$ cat config.mk
export PLATFORM = sky130hd
export DESIGN_NAME = shared_access_requester
export DESIGN_NICKNAME = d
export VERILOG_FILES = /design/src/rtl/shared_access_requester.sv
export SDC_FILE = /design/constraint.sdc
export NUM_CORES = 1
export LEC_CHECK = 0
export BUFFER_PORTS_ARGS = -buffer_cell sky130_fd_sc_hd__buf_2
export CELL_PAD_IN_SITES_DETAIL_PLACEMENT = 1
export CELL_PAD_IN_SITES_GLOBAL_PLACEMENT = 2
export CORE_MARGIN = 2
export CORE_UTILIZATION = 42
export CTS_CLUSTER_DIAMETER = 50
export DETAILED_ROUTE_END_ITERATION = 10
export HOLD_SLACK_MARGIN = 0.12
export PLACE_DENSITY = 0.77
export SLEW_MARGIN = 20
export SYNTH_ARGS = -nofsm -noshare
export SYNTH_HDL_FRONTEND = slang
export SYNTH_SLANG_ARGS = --single-unit
$ cat constraint.sdc
create_clock -name sm_clk -period 2.87 [get_ports sm_clk]
set_clock_uncertainty 0.2 [all_clocks]
set_input_delay 0.861 -clock sm_clk [delete_from_list [all_inputs] [get_ports sm_clk]]
set_output_delay 0.861 -clock sm_clk [all_outputs]
set_load 0.005 [all_outputs]
$ cat src/rtl/shared_access_requester.sv
// shared_access_requester: queues local commands and runs one arbiter handshake at a time.
// Latency: a command pushed into an empty FIFO while idle raises start_request one edge later; finish -> rsp_valid at the same edge.
// Backpressure: cmd_ready drops while the FIFO is full; rsp_ready low holds the response and stalls the next request.
//
// Ports:
//   sm_clk, reset                      clock, async active-high reset
//   cmd_valid/cmd_ready/cmd_arg        local command push port
//   start_request, input_arguments     request side towards the arbiter port
//   reset_start_request, finish,       handshake and data returned by the arbiter
//   received_data
//   rsp_valid/rsp_ready/rsp_data       response port towards the local consumer
//   fifo_count, busy, protocol_error   status (queued commands, transaction active, sticky error)

// sar_cmd_fifo: small power-of-two FIFO holding queued command arguments.
// Latency: a pushed entry is visible at pop_dat one edge after the push.
// Backpressure: pushes while full and pops while empty are dropped.
module sar_cmd_fifo #(
  parameter int W     = 32,
  parameter int DEPTH = 4
) (
  input  logic                   sm_clk,
  input  logic                   reset,
  input  logic                   push,
  input  logic [W-1:0]           push_dat,
  input  logic                   pop,
  output logic [W-1:0]           pop_dat,
  output logic [$clog2(DEPTH):0] count,
  output logic                   full,
  output logic                   empty
);
  localparam int AW = $clog2(DEPTH);
  localparam logic [AW:0] FULL_CNT = (AW+1)'(DEPTH);

  logic [W-1:0]  mem [DEPTH];
  logic [AW-1:0] wr_ptr;
  logic [AW-1:0] rd_ptr;
  logic          do_push;
  logic          do_pop;

  assign full    = (count == FULL_CNT);
  assign empty   = (count == '0);
  assign do_push = push && !full;
  assign do_pop  = pop && !empty;
  assign pop_dat = mem[rd_ptr];

  // Storage is not reset; the pointers and count define what is valid.
  always_ff @(posedge sm_clk) begin
    if (do_push) mem[wr_ptr] <= push_dat;
  end

  // Pointers wrap naturally because DEPTH is a power of two.
  always_ff @(posedge sm_clk or posedge reset) begin
    if (reset) begin
      wr_ptr <= '0;
      rd_ptr <= '0;
      count  <= '0;
    end else begin
      if (do_push) wr_ptr <= wr_ptr + 1'b1;
      if (do_pop)  rd_ptr <= rd_ptr + 1'b1;
      case ({do_push, do_pop})
        2'b10:   count <= count + 1'b1;
        2'b01:   count <= count - 1'b1;
        default: count <= count;
      endcase
    end
  end
endmodule

module shared_access_requester #(
  parameter int N     = 32,
  parameter int M     = 8,
  parameter int DEPTH = 4
) (
  input  logic                   sm_clk,
  input  logic                   reset,
  input  logic                   cmd_valid,
  output logic                   cmd_ready,
  input  logic [N-1:0]           cmd_arg,
  output logic                   start_request,
  output logic [N-1:0]           input_arguments,
  input  logic                   reset_start_request,
  input  logic                   finish,
  input  logic [M-1:0]           received_data,
  output logic                   rsp_valid,
  output logic [M-1:0]           rsp_data,
  input  logic                   rsp_ready,
  output logic [$clog2(DEPTH):0] fifo_count,
  output logic                   busy,
  output logic                   protocol_error
);
  typedef enum logic [1:0] {IDLE, REQUEST, WAIT_FINISH, RESPOND} state_t;

  state_t         state;
  logic           fifo_full;
  logic           fifo_empty;
  logic           fifo_pop;
  logic [N-1:0]   head_arg;

  assign cmd_ready = !fifo_full;
  assign fifo_pop  = (state == IDLE) && !fifo_empty;

  sar_cmd_fifo #(.W(N), .DEPTH(DEPTH)) u_cmd_fifo (
    .sm_clk   (sm_clk),
    .reset    (reset),
    .push     (cmd_valid),
    .push_dat (cmd_arg),
    .pop      (fifo_pop),
    .pop_dat  (head_arg),
    .count    (fifo_count),
    .full     (fifo_full),
    .empty    (fifo_empty)
  );

  // Handshake outputs are pure decodes of the state register, so they cannot glitch.
  assign start_request = (state == REQUEST);
  assign rsp_valid     = (state == RESPOND);
  assign busy          = (state != IDLE);

  always_ff @(posedge sm_clk or posedge reset) begin
    if (reset) begin
      state           <= IDLE;
      input_arguments <= '0;
      rsp_data        <= '0;
      protocol_error  <= 1'b0;
    end else begin
      // Arbiter pulses that arrive in the wrong phase are flagged and otherwise ignored.
      if ((finish && state != WAIT_FINISH) ||
          (reset_start_request && state != REQUEST))
        protocol_error <= 1'b1;

      case (state)
        IDLE: begin
          if (fifo_pop) begin
            input_arguments <= head_arg;
            state           <= REQUEST;
          end
        end
        REQUEST: begin
          if (reset_start_request) state <= WAIT_FINISH;
        end
        WAIT_FINISH: begin
          if (finish) begin
            rsp_data <= received_data;
            state    <= RESPOND;
          end
        end
        RESPOND: begin
          if (rsp_ready) state <= IDLE;
        end
        default: state <= IDLE;
      endcase
    end
  end
endmodule

==> metrics.cfg, run 1 <==
[worst_setup_path]
cp.required_ns = 1.81
crit_path_end_kind = primary output
timing.critical_path.fanout_max = 6
worstPathArrival_ns = 1.50
critPathKind = flop to primary output
reg2reg_depth = 6
r2r_slack_ns = 0.46
rr_startpoint = u_cmd_fifo.count[1]$_DFFE_PP0P_
crit_end = cmd_ready
crit_path_start = u_cmd_fifo.count[1]$_DFFE_PP0P_
start_kind = flop
rr_endpoint = u_cmd_fifo.count[1]$_DFFE_PP0P_

[timing]
setup_viol = 0
relSlewSlack_pct = 61.4
period_needed_ns = 2.56
fin_crit_sh_pct = 89.2
fin_setup_tns_ns = 0
hold_viol = 0
slew_viol_final = 0
worst_slew_pin_slew_ns = 0.579
rsz0062_at_grt = no
fmax_ghz = 0.391

[global_route]
grt_overflow = 0
grt_antenna_before_repair = 0
grt_pass1_wl_mm = 21.5
grt_busiest_layer = met2
grt_use_met2_pct = 30.3
grt_use_met3_pct = 3.83
track_usage_pct = 17.5
grt_pass1_vias = 3863
met1_usage_pct = 21.2
grt_max_degree = 34

[floorplanning]
die_w_um = 131
die_area_mm2 = 0.0171
core-area_mm2 = 0.0158
floorplan.rows = 46
die_h_um = 131
num_io_pins = 94
start_util_pct = 42.7

[route]
drt_iter0_drc = 117
vias = 3527
routed_wl_mm = 13.9
vias_per_cell = 4.95
wl_per_cell_um = 19.4
first_pass_iters = 6
final_antenna_net_count = 0
drc = 0

[yosys]
synth_edf_count = 128
synth-seq-area-share_pct = 75.6
synth_common_cells = edfxtp_1 (128), nand2_1 (98), dfrtp_1 (50)
yosys_register_bits = 178
synthCells = 375
post-synth-top-area-cell = edfxtp_1
synth_top_area_share_pct = 57.0
async_flop_share_pct = 28.1
syn_area_mm2 = 0.00674
yosysWarnings = 0
synth_area_leaders = edfxtp_1 (57%), dfrtp_1 (19%), mux4_2 (11%)
synth.most_common_cell = edfxtp_1
syn_nets = 431
syn-mean-instance-area_um2 = 18.0
synth_cell_type_count = 28
synthFlopType = edfxtp_1

[final_layout]
area_delta_synth_final_pct = 21.0
final_nets = 540
fillers = 1558
drive_above_1_share_pct = 38.2
insertedDiodeCount = 0

[clock_tree]
clk_pin_slew_ns = 0.06
numCtsBuffers = 17
cts_resized = 0
clock-root-buffer = clkbuf_16
clock_path_buffers = 2
cts_setup_buffers = 0
clk_latency_ns = 0.43
holdBufCountCts = 0
cts_sinks = 178
tritoncts = done
ctsHtreeMaxLevel = 4

[placement]
port_buffers = 93
dp_hpwl_mm = 8.74
gp_congestion = 0.684

[pwr]
leakagePower_nw = 3.23
p_total_w = 0.00880
ir_drop_uv = 525
power.density_mw_per_mm2 = 1080

[outcome]
outcome = finished, final reports clean

[hold_path]
hold_class = flop to flop

[flow_run]
max_cap_viol_count = 0

[cell families (layout without fill, tap and decap cells)]
logic type / after synthesis / count (layout) / share of synthesized area (%)
XOR/XNOR: 6 / 6 / 0.780
adder cells (fa/ha/maj): 10 / 10 / 1.97
flip-flops: 178 / 178 / 75.6
multiplexers: 43 / 43 / 12.6
buffers and inverters: 24 / 146 / 1.58
AO/OA/AOI/OAI: 5 / 5 / 0.798
AND/OR/NAND/NOR: 109 / 109 / 6.68
[power breakdown]
| part | total, W | internal, W | switching, W |
|---|---|---|---|
| sequential | 0.00391 | 0.00353 | 0.000382 |
| combinational | 0.00261 | 0.00126 | 0.00135 |
| clock | 0.00228 | 0.00133 | 0.000948 |
| total | 0.00880 | 0.00612 | 0.00268 |
[critical path: stages (launching register included)]
cell,delay (ns)
dfrtp_1,0.48
or3b_4,0.46
buf_2,0.14
[worst min path at each step]
stage | startpoint | to | slack, ns | cells past startpoint
2_1_floorplan | protocol_error$_DFFE_PP0P_ | protocol_error$_DFFE_PP0P_ | 0.27 | 2
3_3_place_gp | input_arguments[3]$_DFFE_PP0P_ | input_arguments[3]$_DFFE_PP0P_ | 0.25 | 2
3_5_place_dp | input_arguments[2]$_DFFE_PP0P_ | input_arguments[2]$_DFFE_PP0P_ | 0.26 | 2
4_1_cts | input_arguments[2]$_DFFE_PP0P_ | input_arguments[2]$_DFFE_PP0P_ | 0.28 | 2
5_1_grt | input_arguments[8]$_DFFE_PP0P_ | input_arguments[8]$_DFFE_PP0P_ | 0.30 | 2
6_report | input_arguments[12]$_DFFE_PP0P_ | input_arguments[12]$_DFFE_PP0P_ | 0.27 | 2
[flip-flops by register name, summed over array words and instances (netlist names)]
| signal | cells |
|---|---|
| input_arguments | 32 |
| protocol_error | 1 |
| rsp_data | 8 |
| state | 2 |
| u_cmd_fifo.count | 3 |
| u_cmd_fifo.mem | 128 |
| u_cmd_fifo.rd_ptr | 2 |
| u_cmd_fifo.wr_ptr | 2 |
[layer usage]
metal / vias to the layer above / wire length (um) / part of all wire [%]
met5: - / 0 / 0
met4: 0 / 265 / 1.9
met3: 21 / 462 / 3.3
met2: 76 / 7370 / 53
met1: 1832 / 5760 / 42
li1: 1598 / - / -
[cells in the final DEF (no fill, tap or decap), drive strengths merged]
cell type	Yosys	routed
nand2	98	98
o21a	1	1
inv	10	11
and2	1	1
a21oi	1	1
ha	9	9
nor4b	1	1
a2111oi	1	1
or4	1	1
xnor2	5	5
edfxtp	128	128
buf	8	104
mux2	11	11
nor2	1	1
or3b	1	1
clkbuf	6	20
bufinv	0	2
and3	4	4
o31ai	1	1
fa	1	1
dfrtp	50	50
clkinvlp	0	6
o21ai	1	1
nor2b	2	2
xor2	1	1
mux4	32	32
clkinv	0	3
[stage by stage]
stage	hold WS, ns	instances	worst slack, ns	utilization [%]	instance area (um2)
floorplan	0.267	375	0.462	-	6740
CTS	0.276	713	0.286	51.7	8160
detailed placement	0.259	681	0.388	48.0	7570
global placement	0.253	681	0.426	48.0	7570
finish	0.270	713	0.310	51.7	8160
global route	0.297	713	0.259	51.7	8160
[cell type report]
class | instances | area, um2 | area share (%)
sequential | 178 | 5100 | 62.5
multi-input combinational | 173 | 1540 | 18.9
timing repair buffer | 104 | 623 | 7.64
clock buffer | 20 | 457 | 5.60
tap | 216 | 270 | 3.31
clock inverter | 12 | 133 | 1.63
inverter | 10 | 37.5 | 0.460
Note: power is estimated with default switching activity, not from simulation.
==> run 2, diff against run 1 <==
==> constraint.sdc (replaced) <==
create_clock -name sm_clk -period 2.87 [get_ports sm_clk]
set_clock_uncertainty 0.2 [all_clocks]
set_input_delay 0.1435 -clock sm_clk [delete_from_list [all_inputs] [get_ports sm_clk]]
set_output_delay 0.1435 -clock sm_clk [all_outputs]
set_load 0.005 [all_outputs]
==> run 2 against run 1 <==
Effect of this change:
- sequential share of layout area fell by 2.6 points
- critical path depth grew 5
- first-iteration DRC count rose by 28%
- cell area increased by 4.3%
- combinational power fell by 4%
- maximum frequency fell by 6.4%
- sequential cell count stayed put
- die area unchanged
- via count grew 4.3%
- cell count rose by 5.6%
- power shrank 0.36%
- highest routed layer unchanged
==> metrics.cfg, run 2 (synthesized netlist as in run 1, its figures left out) <==
[outcome]
outcome = finished, final reports clean

[route]
vias = 3678
routed_wl_mm = 13.7
final_antenna_net_count = 0
drt_iter0_drc = 150
first_pass_iters = 4
vias_per_cell = 4.88
wl_per_cell_um = 18.2
drc = 0

[timing]
rsz0062_at_grt = no
worst_slew_pin_slew_ns = 0.905
holdWs_ns = 0.267
period_needed_ns = 2.73
relSlewSlack_pct = 39.6
hold_viol = 0
fin_setup_tns_ns = 0
slew_viol_final = 0
setup_viol = 0
fmax_ghz = 0.366
fin_crit_sh_pct = 95.3

[global_route]
grt_use_met2_pct = 29.7
grt_use_met3_pct = 4.36
grt_max_degree = 40
track_usage_pct = 17.4
met1_usage_pct = 21.6
grt_pass1_vias = 4022
grt_busiest_layer = met2
grt_antenna_before_repair = 0
grt_overflow = 0
grt_pass1_wl_mm = 21.5

[final_layout]
utilization_pct = 53.9
layout_commonest_cell = edfxtp_1
post_layout_nonfiller_instances = 753
regArea_mm2 = 0.00510
largest_reg_flops = 128
final_nets = 580
insertedDiodeCount = 0
final_cell_mix = edfxtp_1 (128), nand2_1 (98), buf_2 (93)
drive_above_1_share_pct = 33.3
largest_register = u_cmd_fifo.mem
multi_input_area_mm2 = 0.00154
largestRegisters = u_cmd_fifo.mem x128, input_arguments x32, rsp_data x8
area_delta_synth_final_pct = 26.2
fillers = 1549

[clock_tree]
clk_pin_slew_ns = 0.06
clock-root-buffer = clkbuf_16
ctsHtreeMaxLevel = 4
clock_path_buffers = 2
tritoncts = done
cts_setup_buffers = 0
numCtsBuffers = 17
clk_latency_ns = 0.42
cts_sinks = 178

[placement]
port_buffers = 93
dp.cells = 674
dp_hpwl_mm = 8.14
gp_congestion = 0.699

[worst_setup_path]
crit_path_end_kind = flop
timing.critical_path.fanout_max = 4
start_kind = flop
worstPathArrival_ns = 2.84
cp.required_ns = 2.97
critPathKind = flop to flop

[floorplanning]
core-area_mm2 = 0.0158
die_w_um = 131
floorplan.rows = 46
die_area_mm2 = 0.0171
die_h_um = 131
num_io_pins = 94
start_util_pct = 42.7

[pwr]
leakagePower_nw = 3.38
ir_drop_uv = 459
power.density_mw_per_mm2 = 1030

[hold_path]
hold_class = input port to async pin

[flow_run]
max_cap_viol_count = 0

run 2: changes by cell type in the layout (fill, tap and decap cells not counted), moves of 2 or more:
cell	previous run	this run
clkinvlp_4	6	2
clkbuf_1	1	3
clkinv_1	0	3
buf_4	5	3
clkbuf_8	2	0
dlygate4sd3_1	0	47
buf_12	6	1
run 2: worst paths after layout:
kind	to	from	slack (ns)	cells after the start
worst max-delay path	state[0]$_DFFE_PP0P_	state[0]$_DFFE_PP0P_	0.14	7
worst min-delay path	input_arguments[21]$_DFFE_PP0P_	reset	0.27	3
worst max register to register	state[0]$_DFFE_PP0P_	state[0]$_DFFE_PP0P_	0.14	7
worst min register to register	input_arguments[12]$_DFFE_PP0P_	input_arguments[12]$_DFFE_PP0P_	0.27	2
max in group asynchronous	input_arguments[15]$_DFFE_PP0P_	reset	1.49	4
min in group sm_clk	input_arguments[12]$_DFFE_PP0P_	input_arguments[12]$_DFFE_PP0P_	0.27	2
run 2: final cells by class:
class	count	share of cell area, %
clock buffers	20	5.13
clock inverters	12	1.65
inverters	10	0.441
multi-input cells	173	18.2
flip-flops and latches	178	59.9
well taps	216	3.18
repair buffers	144	11.5
run 2: where the power goes:
part	switching, W	internal (W)
registers	0.000452	0.00353
logic	0.00125	0.00125
clock network	0.000923	0.00136
run 2: layer usage:
layer  part of all wire [%]  up-vias
met1                     43     1902
met3                    3.3       20
met5                      0        -
met4                    1.8        0
li1                       -     1679
met2                     52       77
run 2: through the flow:
step	instance area [um2]	total power, W	worst slack (ns)
6_report	8500	0.00877	0.136
5_1_grt	8500	0.00936	0.00107
4_1_cts	8500	0.00891	0.0190
3_5_place_dp	7450	0.00653	0.496
3_3_place_gp	7450	0.00639	0.562
2_1_floorplan	6740	0.00557	0.462
run 2: worst max-delay path: stages, from the launching register on:
cell,delay [ns]
dfrtp_1,0.41
inv_1,0.10
ha_1,0.26
nor4b_2,0.27
a2111oi_2,0.06
dlygate4sd3_1,0.59
o21a_1,0.18
dlygate4sd3_1,0.55
run 2: timing repair:
item / 4_1_cts / 5_1_grt
setup endpoints to repair: 0 / 1
hold endpoints to repair: 179 / 0
gates resized for setup: 0 / 1
hold buffers: 47 / 0
